## config.mk

```make
export PLATFORM = sky130hd
export DESIGN_NAME = decode_queue
export DESIGN_NICKNAME = d
export VERILOG_FILES = /design/src/rtl/decode_queue_pkg.sv /design/src/rtl/decode_queue_instr_fifo.sv /design/src/rtl/decode_queue.sv
export SDC_FILE = /design/constraint.sdc
export NUM_CORES = 1
export LEC_CHECK = 0
export CORE_MARGIN = 2
export CORE_UTILIZATION = 52
export DETAILED_ROUTE_END_ITERATION = 10
export MAX_ROUTING_LAYER = met4
export PLACE_DENSITY_LB_ADDON = 0.12
export SLEW_MARGIN = 0
export SYNTH_ARGS = -nofsm -noshare
export SYNTH_HDL_FRONTEND = slang
export SYNTH_SLANG_ARGS = --single-unit
export TNS_END_PERCENT = 30
```

## constraint.sdc

```tcl
create_clock -name clk -period 5.32 [get_ports clk]
set_input_delay 0.532 -clock clk [delete_from_list [all_inputs] [get_ports clk]]
set_output_delay 0.532 -clock clk [all_outputs]
set_load 0.05 [all_outputs]
```

## src/rtl/decode_queue_pkg.sv

```systemverilog
// Shared opcode constants and control-field type for the decode queue.
package decode_queue_pkg;

  localparam int OPC_W = 5;

  localparam logic [OPC_W-1:0] OPC_HALT = 5'b00000;
  localparam logic [OPC_W-1:0] OPC_NOP  = 5'b00001;
  localparam logic [OPC_W-1:0] OPC_J    = 5'b00100;
  localparam logic [OPC_W-1:0] OPC_JR   = 5'b00101;
  localparam logic [OPC_W-1:0] OPC_JAL  = 5'b00110;
  localparam logic [OPC_W-1:0] OPC_JALR = 5'b00111;
  localparam logic [OPC_W-1:0] OPC_ST   = 5'b10000;
  localparam logic [OPC_W-1:0] OPC_LD   = 5'b10001;
  localparam logic [OPC_W-1:0] OPC_SLBI = 5'b10010;
  localparam logic [OPC_W-1:0] OPC_STU  = 5'b10011;
  localparam logic [OPC_W-1:0] OPC_LBI  = 5'b11000;

  // Three-bit opcode prefixes that select whole groups.
  localparam logic [2:0] PFX_JUMP = 3'b001;
  localparam logic [2:0] PFX_BR   = 3'b011;
  localparam logic [2:0] PFX_I1   = 3'b010;
  localparam logic [2:0] PFX_I2   = 3'b101;

  // JAL/JALR write the return address here.
  localparam logic [2:0] LINK_REG = 3'd7;

  typedef struct packed {
    logic reg_write;
    logic mem_rd;
    logic mem_wr;
    logic branch;
    logic jump;
    logic halt;
  } ctrl_t;

endpackage

```

## src/rtl/decode_queue_instr_fifo.sv

```systemverilog
// Circular instruction/PC store with occupancy count and synchronous flush.
module instr_fifo #(
  parameter int WIDTH = 32,
  parameter int DEPTH = 4,
  parameter int CNT_W = $clog2(DEPTH+1)
) (
  input  logic             clk,
  input  logic             rst,
  input  logic             flush,
  input  logic             push,
  input  logic             pop,
  input  logic [WIDTH-1:0] wdata,
  output logic [WIDTH-1:0] rdata,
  output logic [CNT_W-1:0] count
);

  localparam int PTR_W = $clog2(DEPTH);

  logic [DEPTH-1:0][WIDTH-1:0] mem;
  logic [PTR_W-1:0]            wptr, rptr;
  logic                        do_push, do_pop;

  // Guard against overflow/underflow even if the caller misbehaves.
  assign do_push = push & (count != CNT_W'(DEPTH));
  assign do_pop  = pop  & (count != '0);
  assign rdata   = mem[rptr];

  // Storage array; contents need no reset since count qualifies them.
  always_ff @(posedge clk) begin
    if (do_push && !flush && !rst) mem[wptr] <= wdata;
  end

  // Pointers and occupancy; DEPTH is a power of 2 so pointers wrap naturally.
  always_ff @(posedge clk) begin
    if (rst || flush) begin
      wptr  <= '0;
      rptr  <= '0;
      count <= '0;
    end else begin
      if (do_push) wptr <= wptr + 1'b1;
      if (do_pop)  rptr <= rptr + 1'b1;
      case ({do_push, do_pop})
        2'b10:   count <= count + 1'b1;
        2'b01:   count <= count - 1'b1;
        default: count <= count;
      endcase
    end
  end

endmodule

```

## src/rtl/decode_queue.sv

```systemverilog
// Fetch-side instruction queue with head decode into a valid/ready output register.
module decode_queue
  import decode_queue_pkg::*;
#(
  parameter int INSTR_W = 16,
  parameter int PC_W    = 16,
  parameter int DEPTH   = 4,
  parameter int CNT_W   = $clog2(DEPTH+1)
) (
  input  logic               clk,
  input  logic               rst,
  input  logic               in_valid,
  output logic               in_ready,
  input  logic [INSTR_W-1:0] in_instr,
  input  logic [PC_W-1:0]    in_pc,
  input  logic               flush,
  input  logic               haz_stall,
  output logic               out_valid,
  input  logic               out_ready,
  output logic [INSTR_W-1:0] out_instr,
  output logic [PC_W-1:0]    out_pc,
  output logic [2:0]         out_rs,
  output logic [2:0]         out_rt,
  output logic [2:0]         out_rd,
  output logic               out_reg_write,
  output logic               out_mem_rd,
  output logic               out_mem_wr,
  output logic               out_branch,
  output logic               out_jump,
  output logic               out_halt,
  output logic               halted,
  output logic [CNT_W-1:0]   count
);

  logic [INSTR_W-1:0] head_instr;
  logic [PC_W-1:0]    head_pc;
  logic               push, load;
  logic [OPC_W-1:0]   opc;
  logic [2:0]         dec_rd;
  ctrl_t              dec_ctrl;

  // No pop-through: a full queue refuses even when the head leaves this cycle.
  assign in_ready = (count != CNT_W'(DEPTH));
  assign push     = in_valid & in_ready & ~flush;
  assign load     = (count != '0) & ~haz_stall & ~halted & ~flush &
                    (~out_valid | out_ready);

  instr_fifo #(
    .WIDTH (PC_W + INSTR_W),
    .DEPTH (DEPTH),
    .CNT_W (CNT_W)
  ) u_fifo (
    .clk   (clk),
    .rst   (rst),
    .flush (flush),
    .push  (push),
    .pop   (load),
    .wdata ({in_pc, in_instr}),
    .rdata ({head_pc, head_instr}),
    .count (count)
  );

  assign opc = head_instr[INSTR_W-1 -: OPC_W];

  // Destination register select and control bits for the queue head.
  always_comb begin
    dec_rd = head_instr[4:2];
    if (opc[4:2] == PFX_I1 || opc[4:2] == PFX_I2 || opc == OPC_LD || opc == OPC_STU)
      dec_rd = head_instr[7:5];
    else if (opc == OPC_SLBI || opc == OPC_LBI)
      dec_rd = head_instr[10:8];
    else if (opc == OPC_JAL || opc == OPC_JALR)
      dec_rd = LINK_REG;

    dec_ctrl           = '0;
    dec_ctrl.reg_write = !(opc == OPC_HALT || opc == OPC_NOP || opc == OPC_J ||
                           opc == OPC_JR   || opc == OPC_ST  || opc[4:2] == PFX_BR);
    dec_ctrl.mem_wr    = (opc == OPC_ST) || (opc == OPC_STU);
    dec_ctrl.mem_rd    = (opc == OPC_LD);
    dec_ctrl.branch    = (opc[4:2] == PFX_BR);
    dec_ctrl.jump      = (opc[4:2] == PFX_JUMP);
    dec_ctrl.halt      = (opc == OPC_HALT);
  end

  // Output register: flush beats load, load beats drain; stall freezes everything.
  always_ff @(posedge clk) begin
    if (rst) begin
      out_valid     <= 1'b0;
      out_instr     <= '0;
      out_pc        <= '0;
      out_rs        <= '0;
      out_rt        <= '0;
      out_rd        <= '0;
      out_reg_write <= 1'b0;
      out_mem_rd    <= 1'b0;
      out_mem_wr    <= 1'b0;
      out_branch    <= 1'b0;
      out_jump      <= 1'b0;
      out_halt      <= 1'b0;
      halted        <= 1'b0;
    end else if (flush) begin
      out_valid <= 1'b0;
      halted    <= 1'b0;
    end else if (load) begin
      out_valid     <= 1'b1;
      out_instr     <= head_instr;
      out_pc        <= head_pc;
      out_rs        <= head_instr[10:8];
      out_rt        <= head_instr[7:5];
      out_rd        <= dec_rd;
      out_reg_write <= dec_ctrl.reg_write;
      out_mem_rd    <= dec_ctrl.mem_rd;
      out_mem_wr    <= dec_ctrl.mem_wr;
      out_branch    <= dec_ctrl.branch;
      out_jump      <= dec_ctrl.jump;
      out_halt      <= dec_ctrl.halt;
      if (dec_ctrl.halt) halted <= 1'b1;
    end else if (out_valid && out_ready && !haz_stall) begin
      out_valid <= 1'b0;
    end
  end

endmodule
```

==> results of run 1 <==
==> registers in the layout, indices dropped and copies added (netlist names) <==
name / flops
u_fifo.mem: 128
out_instr: 16
out_pc: 16
out_rd: 3
u_fifo.count: 3
u_fifo.rptr: 2
u_fifo.wptr: 2
halted: 1
out_branch: 1
out_halt: 1
out_jump: 1
out_mem_rd: 1
out_mem_wr: 1
out_reg_write: 1
out_valid: 1
==> routing by layer <==
layer  GRT usage, %  part of all wire [%]  up-vias
met5              -                     0        -
met4           7.76                   1.7        0
met3           4.70                   4.6       16
met2           30.7                    51       98
met1           22.3                    43     1867
li1               -                     -     1773
==> worst max-delay path by stage <==
stage	slack, ps	to
2_1_floorplan	2430	u_fifo.mem[0]
3_3_place_gp	2370	u_fifo.count[2]
3_5_place_dp	2150	u_fifo.count[2]
4_1_cts	2560	out_rd[2]
5_1_grt	2370	out_rd[2]
6_report	2600	out_rd[2]
==> logic make-up (layout without fill, tap and decap cells) <==
logic type                 Yosys count  in the layout  synth area share, %
and+or+nand+nor                    116            116                 7.51
buffers and inverters               37            134                 2.59
xor gates and xnor gates             6              6                0.781
muxes                               33             33                 10.9
DFF                                178            178                 72.0
AOI/OAI and AO/OA                   58             58                 5.00
adders and majority gates            6              6                 1.23
==> power breakdown <==
group | internal, W | switching (W)
registers | 0.00150 | 0.00000520
logic | 0.0000497 | 0.0000653
clock network | 0.000736 | 0.000502
==> worst register-to-register path: cells and delay by family (launching register included) <==
family          cells  cell delay (ps)
flops               1              320
simple gates        1              320
mux                 2             1100
buf+inv             1              520
compound gates      2              390
==> cell usage in the layout, fill, tap and decap left out, types with 2 or more instances in the layout <==
| master | synthesis | final |
|---|---|---|
| edfxtp_1 | 128 | 128 |
| clkdlybuf4s50_1 | 0 | 89 |
| nand2_1 | 70 | 70 |
| dfxtp_1 | 50 | 48 |
| a21oi_1 | 45 | 45 |
| mux4_2 | 32 | 32 |
| nor2_1 | 21 | 21 |
| clkbuf_16 | 0 | 17 |
| inv_1 | 9 | 9 |
| ha_1 | 5 | 5 |
| and2_2 | 0 | 4 |
| or3_1 | 4 | 4 |
| clkinv_2 | 0 | 4 |
| nand3b_1 | 3 | 3 |
| nand3_1 | 3 | 3 |
| a221oi_1 | 3 | 3 |
| a211oi_2 | 3 | 3 |
| xnor2_1 | 3 | 3 |
| xor2_1 | 3 | 3 |
| a32oi_1 | 3 | 3 |
| clkinvlp_4 | 0 | 3 |
| bufinv_16 | 0 | 3 |
| buf_4 | 6 | 3 |
| nor3_1 | 2 | 2 |
| nand2b_1 | 2 | 2 |
| or2_2 | 2 | 2 |
| o21ai_0 | 2 | 2 |
| inv_6 | 0 | 2 |
| dfxtp_2 | 0 | 2 |
==> area by class of cell <==
type | instances | area (µm²) | area share, %
inverter | 9 | 33.8 | 0.406
sequential | 178 | 4850 | 58.3
multi-input combinational | 219 | 1710 | 20.6
timing repair buffer | 93 | 918 | 11.0
clock inverter | 14 | 163 | 1.96
tap | 172 | 215 | 2.59
clock buffer | 18 | 429 | 5.16
==> stage by stage <==
stage | util (%) | cells | hold slack, ps
after detailed placement | 61.2 | 671 | 445
after global routing | 65.9 | 703 | 477
after floorplan | - | 434 | 469
final | 65.9 | 703 | 451
after CTS | 65.9 | 703 | 454
after global placement | 61.2 | 671 | 442
==> impl_metrics.ini, run 1 <==
[timing]
slew_viol_final = 0
period_share_pct = 51.1
relSlewSlack_pct = 39.4
setup_violations = 0
skew_ps = 4.71
setup_ws_ps = 2600
finalHoldViolCount = 0
rsz0062_at_grt = no
tightest_slew_ps = 909
finalSetupTns_ps = 0
layout_min_cycle_time_ps = 2720
fmax_mhz = 368

[yosys]
synth_cells = 434
synth-async-reset-ratio_pct = 0
ys_seq_area_share_pct = 72.0
synth-seq-cells = 178
synthTopCellsByCount = edfxtp_1 (128), nand2_1 (70), dfxtp_1 (50), a21oi_1 (45), mux4_2 (32)
syn_area_mm2 = 0.00673
synth_most_common_cell = edfxtp_1
synth_cell_types = 35
synth.avg_cell_area_um2 = 15.5
synth-warning-count = 0
synth_top_area_share_pct = 57.1
synthesis.nets = 478
synthFlopType = edfxtp_1
synthTopCellsByArea = edfxtp_1 (57%), dfxtp_1 (15%), mux4_2 (11%), nand2_1 (3.9%), a21oi_1 (3.3%)
synth-edff-count = 128
yosysTopAreaCell = edfxtp_1

[clock_tree]
hold_buffers = 0
post_cts_buffers = 0
postCtsResizedCells = 0
clkTransAtPathRegs_ps = 60
cts_tree = done
cts_sinks = 178
htree_levels = 4
clk_path_buf_depth = 2
worstSkewPairLatency_ps = 420
cts-root-buf = clkbuf_16
cts_buffers = 17

[placement]
dp_slack_ps = 2150
hpwl_um = 7260
placed_area_mm2 = 0.00773
numPortBuffers = 90
gp_congestion = 0.854

[floorplan]
ios = 91
row_count = 41
die_w_um = 118
die_h_um = 118
core-area_mm2 = 0.0126
initial_core_util_pct = 53.3
dieArea_mm2 = 0.0139

[hold_path]
min_from = out_reg_write
holdPathStages = 2
min_path_type = reg2reg
hold_path_end = out_reg_write

[run]
drv_cap = 0

[critical_path]
critical-path-top-delay-family = multiplexers
crit_path_end_kind = flop
worst-path-max-fanout = 34
path_depth = 6
r2r-start = u_fifo.rptr[0]
crit_start = u_fifo.rptr[0]
reg2reg_to = out_rd[2]
worst_setup_path_start_kind = flop
critPathRequiredTime_ps = 5660
crit_path_max_incr_delay_ps = 690
rr_worst_depth = 6
path_buf_inv = 1
crit_type = reg2reg
r2r_slack_ps = 2600
cpMaxStageDelayCell = mux4_2
cp_cell_sequence = buf_4, mux4_2, or2_1, mux2i_1, a21oi_1, a211oi_2
cp.arrival_ps = 3060

[power_and_ir_drop]
leakage_nw = 2.63
peakVddDrop_mv = 0.184
power_density_mw_per_mm2 = 344
fin_total_pwr_w = 0.00286

[outcome]
status = finished, final reports clean

[drt]
wirelength_um = 12100
drtAntennaViolNets = 0
drtIter0Drc = 255
first_pass_iters = 4
routed_via_density = 5.34
drc = 0
routedWlPerCell_um = 17.2
vias = 3754

[global_route]
grt_pass1_wl_um = 19200
track_usage_pct = 18.7
overflow = 0
antenna_found_initial = 0
grt_pass1_vias = 3771
grt_max_degree = 46

[final_layout]
nets = 562
fillers = 941
syn2layout_area_growth_pct = 23.7
stdcell_area_mm2 = 0.00832
diodes = 0
drive_gt1_share_pct = 14.5
Note: power is estimated with default switching activity, not from simulation.
==> run 2: changes to the inputs <==
--- a/config.mk
+++ b/config.mk
@@ -6,7 +6,7 @@
 export NUM_CORES = 1
 export LEC_CHECK = 0
 export CORE_MARGIN = 2
-export CORE_UTILIZATION = 52
+export CORE_UTILIZATION = 49
 export DETAILED_ROUTE_END_ITERATION = 10
 export MAX_ROUTING_LAYER = met4
 export PLACE_DENSITY_LB_ADDON = 0.12
==> constraint.sdc (replaced) <==
create_clock -name clk -period 2.19 [get_ports clk]
set_input_delay 0.219 -clock clk [delete_from_list [all_inputs] [get_ports clk]]
set_output_delay 0.219 -clock clk [all_outputs]
set_load 0.05 [all_outputs]
==> run 2 against run 1 <==
  * Register-to-register slack worse by 2500 ps
  * Core utilization shrank 1.5 points
  * Die area is 5.9% higher
  * Via count grew 3.5%
  * Count of clock-buffer cells in the layout is 4 higher
  * Clock skew up 5.6 ps
  * Clock power grew 140%
  * First-iteration DRC count fell by 29%
  * Critical path depth fell by 1
  * Sequential share of layout area down 1.7 points
  * Total power is 140% higher
  * Sequential power rose by 140%
  * Critical path type unchanged
  * Largest power group unchanged
==> impl_metrics.ini, run 2 (same netlist as run 1, synthesis figures left out) <==
[outcome]
status = finished, final reports clean

[power_and_ir_drop]
power_density_mw_per_mm2 = 801
combPwrFrac_pct = 4.5
intPower_w = 0.00554
switching_power_w = 0.00135
clkPwrFrac_pct = 42.6
swShare_pct = 19.7
leakage_nw = 2.74
power_frac_seq_pct = 53.0
peakVddDrop_mv = 0.530

[critical_path]
crit_type = reg2reg
crit_path_end_kind = flop
r2r_slack_ps = 80
critPathRequiredTime_ps = 2470
worst-path-max-fanout = 8
cp.arrival_ps = 2390
worst_setup_path_start_kind = flop

[timing]
setup_ws_ps = 81.2
relSlewSlack_pct = 65.0
tightest_slew_ps = 525
setup_violations = 0
rsz0062_at_grt = yes
slew_viol_final = 0
period_share_pct = 96.3
skew_ps = 10.3
fmax_mhz = 474
layout_min_cycle_time_ps = 2110
hold_ws_ps = 272
finalHoldViolCount = 0

[global_route]
overflow = 0
grt_pass1_vias = 4027
grt_pass1_wl_um = 21100
grt_max_degree = 45
antenna_found_initial = 0
track_usage_pct = 20.0

[floorplan]
initial_core_util_pct = 50.4
core-area_mm2 = 0.0133
die_h_um = 121
ios = 91
die_w_um = 121
dieArea_mm2 = 0.0147
row_count = 42

[final_layout]
mostFrequentLayoutCell = edfxtp_1
top_register = u_fifo.mem
nets = 583
reg_top3 = u_fifo.mem: 128 flops, out_instr: 16 flops, out_pc: 16 flops
diodes = 0
syn2layout_area_growth_pct = 27.9
largest_register_ffs = 128
final_cell_mix = edfxtp_1 (128), clkdlybuf4s50_1 (89), nand2_1 (70), a21oi_1 (45), dfxtp_1 (43)
drive_gt1_share_pct = 19.9

[placement]
dp_slack_ps = -46.2
gp_congestion = 0.837
hpwl_um = 7890
numPortBuffers = 90

[clock_tree]
cts-root-buf = clkbuf_16
worstSkewPairLatency_ps = 420
clk_path_buf_depth = 2
cts_tree = done
htree_levels = 4
cts_buffers = 17
cts_sinks = 178
clkTransAtPathRegs_ps = 60

[drt]
first_pass_iters = 5
routed_via_density = 5.34
wirelength_um = 13000
routedWlPerCell_um = 17.8
vias = 3884
drtAntennaViolNets = 0
drtIter0Drc = 182
drc = 0

[hold_path]
min_path_type = in2reg

[run]
drv_cap = 0
==> run 2: path summary, 6_finish.rpt <==
| kind | start | end | cells past startpoint |
|---|---|---|---|
| setup / recovery | u_fifo.rptr[0] | out_rd[0] | 5 |
| hold / removal | rst | u_fifo.count[2] | 4 |
| setup reg to reg | u_fifo.rptr[0] | out_rd[0] | 5 |
| hold reg to reg | out_instr[0] | out_instr[0] | 2 |
==> run 2: through the flow <==
stage	setup TNS [ps]	cell area, µm²	std cells	util [%]	power (W)
2_1_floorplan	0	6800	434	-	0.00387
3_3_place_gp	-28.0	7990	694	59.9	0.00402
3_5_place_dp	-46.2	7990	694	59.9	0.00403
4_1_cts	0	8580	726	64.2	0.00695
5_1_grt	-13.6	8600	728	64.5	0.00712
6_report	0	8600	728	64.5	0.00689
==> run 2: timing repair <==
item                                    in CTS  in global routing
hold endpoints to repair                     0                  0
gates resized for setup                      1                  4
endpoints found under the setup margin       1                  3
hold buffers                                 0                  0
pin swaps                                    0                  0
buffers inserted                             0                  2
==> run 2: critical path, stage by stage, from the launching register on <==
cell and delay (ps):
dfxtp_4 420, mux4_2 580, or4b_4 590, a21oi_1 180, or3_1 140, a211oi_2 60
==> run 2: routing by layer <==
metal	up-vias	GRT usage, %	share of wire [%]
met5	-	-	0
met4	0	7.40	1.4
met3	14	5.12	4.8
met2	110	33.1	52
met1	1939	23.9	42
li1	1821	-	-
==> run 2: final cells by class <==
class / instances / area, µm²
Clock buffer: 22 / 474
Clock inverter: 10 / 108
Fill cell: 984 / 4740
Inverter: 9 / 33.8
Multi-Input combinational cell: 219 / 1760
Sequential cell: 178 / 4870
Tap cell: 176 / 220
Timing Repair Buffer: 114 / 1140
==> run 2: power by group through the flow <==
stage | sequential (W) | clock [W] | combinational, W
after global placement | 0.00372 | 0 | 0.000301
final | 0.00365 | 0.00293 | 0.000307
after CTS | 0.00365 | 0.00299 | 0.000308
after global routing | 0.00365 | 0.00313 | 0.000333
after floorplan | 0.00376 | 0 | 0.000112
after detailed placement | 0.00373 | 0 | 0.000306
==> run 3: changes to the inputs <==
--- a/config.mk
+++ b/config.mk
@@ -10,6 +10,7 @@
 export DETAILED_ROUTE_END_ITERATION = 10
 export MAX_ROUTING_LAYER = met4
 export PLACE_DENSITY_LB_ADDON = 0.12
+export REMOVE_ABC_BUFFERS = 1
 export SLEW_MARGIN = 0
 export SYNTH_ARGS = -nofsm -noshare
 export SYNTH_HDL_FRONTEND = slang
==> run 3 against run 2 <==
  * Cell count shrank 0.41%
  * Count of clock-buffer cells in the layout unchanged
  * Setup slack lost 9.1 ps
  * Die area is the same
  * Critical path depth unchanged
  * Fmax fell by 0.43%
==> impl_metrics.ini, run 3 (same netlist as run 1, synthesis figures left out) <==
[outcome]
status = finished, final reports clean

[global_route]
track_usage_pct = 19.4
grt_pass1_wl_um = 20300
grt_max_degree = 45
antenna_found_initial = 0
overflow = 0
grt_pass1_vias = 3842

[placement]
numPortBuffers = 90
dp_slack_ps = -227
gp_congestion = 0.791
hpwl_um = 7630
placedCellCount = 693

[drt]
drtAntennaViolNets = 0
routedWlPerCell_um = 17.6
vias = 3833
drc = 0
wirelength_um = 12800
first_pass_iters = 4
drtIter0Drc = 316
routed_via_density = 5.29

[clock_tree]
cts_sinks = 178
postCtsResizedCells = 0
clk_path_buf_depth = 2
worstSkewPairLatency_ps = 420
cts_tree = done
clkTransAtPathRegs_ps = 60
post_cts_buffers = 0
cts-root-buf = clkbuf_16
htree_levels = 4
cts_buffers = 17
hold_buffers = 0

[floorplan]
die_w_um = 121
initial_core_util_pct = 50.4
dieArea_mm2 = 0.0147
ios = 91
die_h_um = 121
core-area_mm2 = 0.0133
row_count = 42

[power_and_ir_drop]
power_density_mw_per_mm2 = 812
leakage_nw = 2.74
peakVddDrop_mv = 0.577
swShare_pct = 19.9
power_frac_seq_pct = 52.8
clkPwrFrac_pct = 42.9
combPwrFrac_pct = 4.3
switching_power_w = 0.00138
intPower_w = 0.00554

[final_layout]
nets = 580
diodes = 0
mostFrequentLayoutCell = edfxtp_1
reg_top3 = u_fifo.mem: 128 flops, out_instr: 16 flops, out_pc: 16 flops
drive_gt1_share_pct = 18.4
final_cell_mix = edfxtp_1 (128), clkdlybuf4s50_1 (89), nand2_1 (70), dfxtp_1 (48), a21oi_1 (44)
top_register = u_fifo.mem
largest_register_ffs = 128
finalNonFillerCells = 725
syn2layout_area_growth_pct = 26.7

[critical_path]
worst-path-max-fanout = 8
cp.arrival_ps = 2400
cpMaxStageDelayCell = or4b_1
cp_cell_sequence = mux4_2, or4b_1, a21oi_1, or3_1, a211oi_2
crit_path_end_kind = flop
crit_path_max_incr_delay_ps = 620
r2r_slack_ps = 70
worst_setup_path_start_kind = flop
crit_type = reg2reg
critPathRequiredTime_ps = 2480

[run]
drv_cap = 0

[timing]
period_share_pct = 96.7
relSlewSlack_pct = 65.2
layout_min_cycle_time_ps = 2120
fmax_mhz = 472
setup_ws_ps = 72.1
tightest_slew_ps = 522
slew_viol_final = 0
finalHoldViolCount = 0
skew_ps = 7.01
setup_violations = 0

[hold_path]
min_path_type = in2reg
==> run 3: path summary, 6_finish.rpt <==
path	startpoint	end	cells after the start
max	u_fifo.rptr[0]	out_rd[2]	5
min	rst	u_fifo.rptr[1]	4
max reg2reg	u_fifo.rptr[0]	out_rd[2]	5
min reg2reg	out_pc[4]	out_pc[4]	2
==> run 3: layout make-up <==
type	count	area, µm²
Sequential cell	178	4850
Clock buffer	22	474
Clock inverter	10	110
Inverter	9	33.8
Timing Repair Buffer	111	1100
Tap cell	176	220
Multi-Input combinational cell	219	1730
Fill cell	972	4820
==> run 3: worst max-delay path, delay by kind of cell, from the launching register on <==
| kind | cells | cell delay [ps] |
|---|---|---|
| muxes | 1 | 570 |
| DFF | 1 | 420 |
| AOI/OAI and AO/OA | 2 | 240 |
| and+or+nand+nor | 2 | 760 |
==> run 3: per-stage QoR <==
step / total power (W) / cell area, µm² / utilization [%] / hold slack (ps) / TNS [ps]
4_1_cts: 0.00697 / 8500 / 63.7 / 301 / 0
5_1_grt: 0.00714 / 8520 / 63.9 / 338 / -12.6
6_report: 0.00692 / 8520 / 63.9 / 308 / 0
2_1_floorplan: 0.00386 / 6590 / - / 284 / -125240
3_3_place_gp: 0.00402 / 7920 / 59.3 / 440 / -126
3_5_place_dp: 0.00403 / 7920 / 59.3 / 448 / -227
==> run 3: layer usage <==
layer / vias up / GRT usage [%] / part of all wire (%)
li1: 1812 / - / -
met1: 1905 / 25.0 / 45
met2: 102 / 29.8 / 49
met3: 14 / 5.08 / 4.7
met4: 0 / 7.76 / 1.3
met5: - / - / 0
==> run 3: power by group through the flow <==
stage | combinational [W] | sequential, W | clock [W]
finish | 0.000298 | 0.00365 | 0.00297
global route | 0.000323 | 0.00366 | 0.00316
CTS | 0.000299 | 0.00366 | 0.00301
detailed placement | 0.000297 | 0.00373 | 0
floorplan | 0.0000869 | 0.00377 | 0
global placement | 0.000290 | 0.00373 | 0
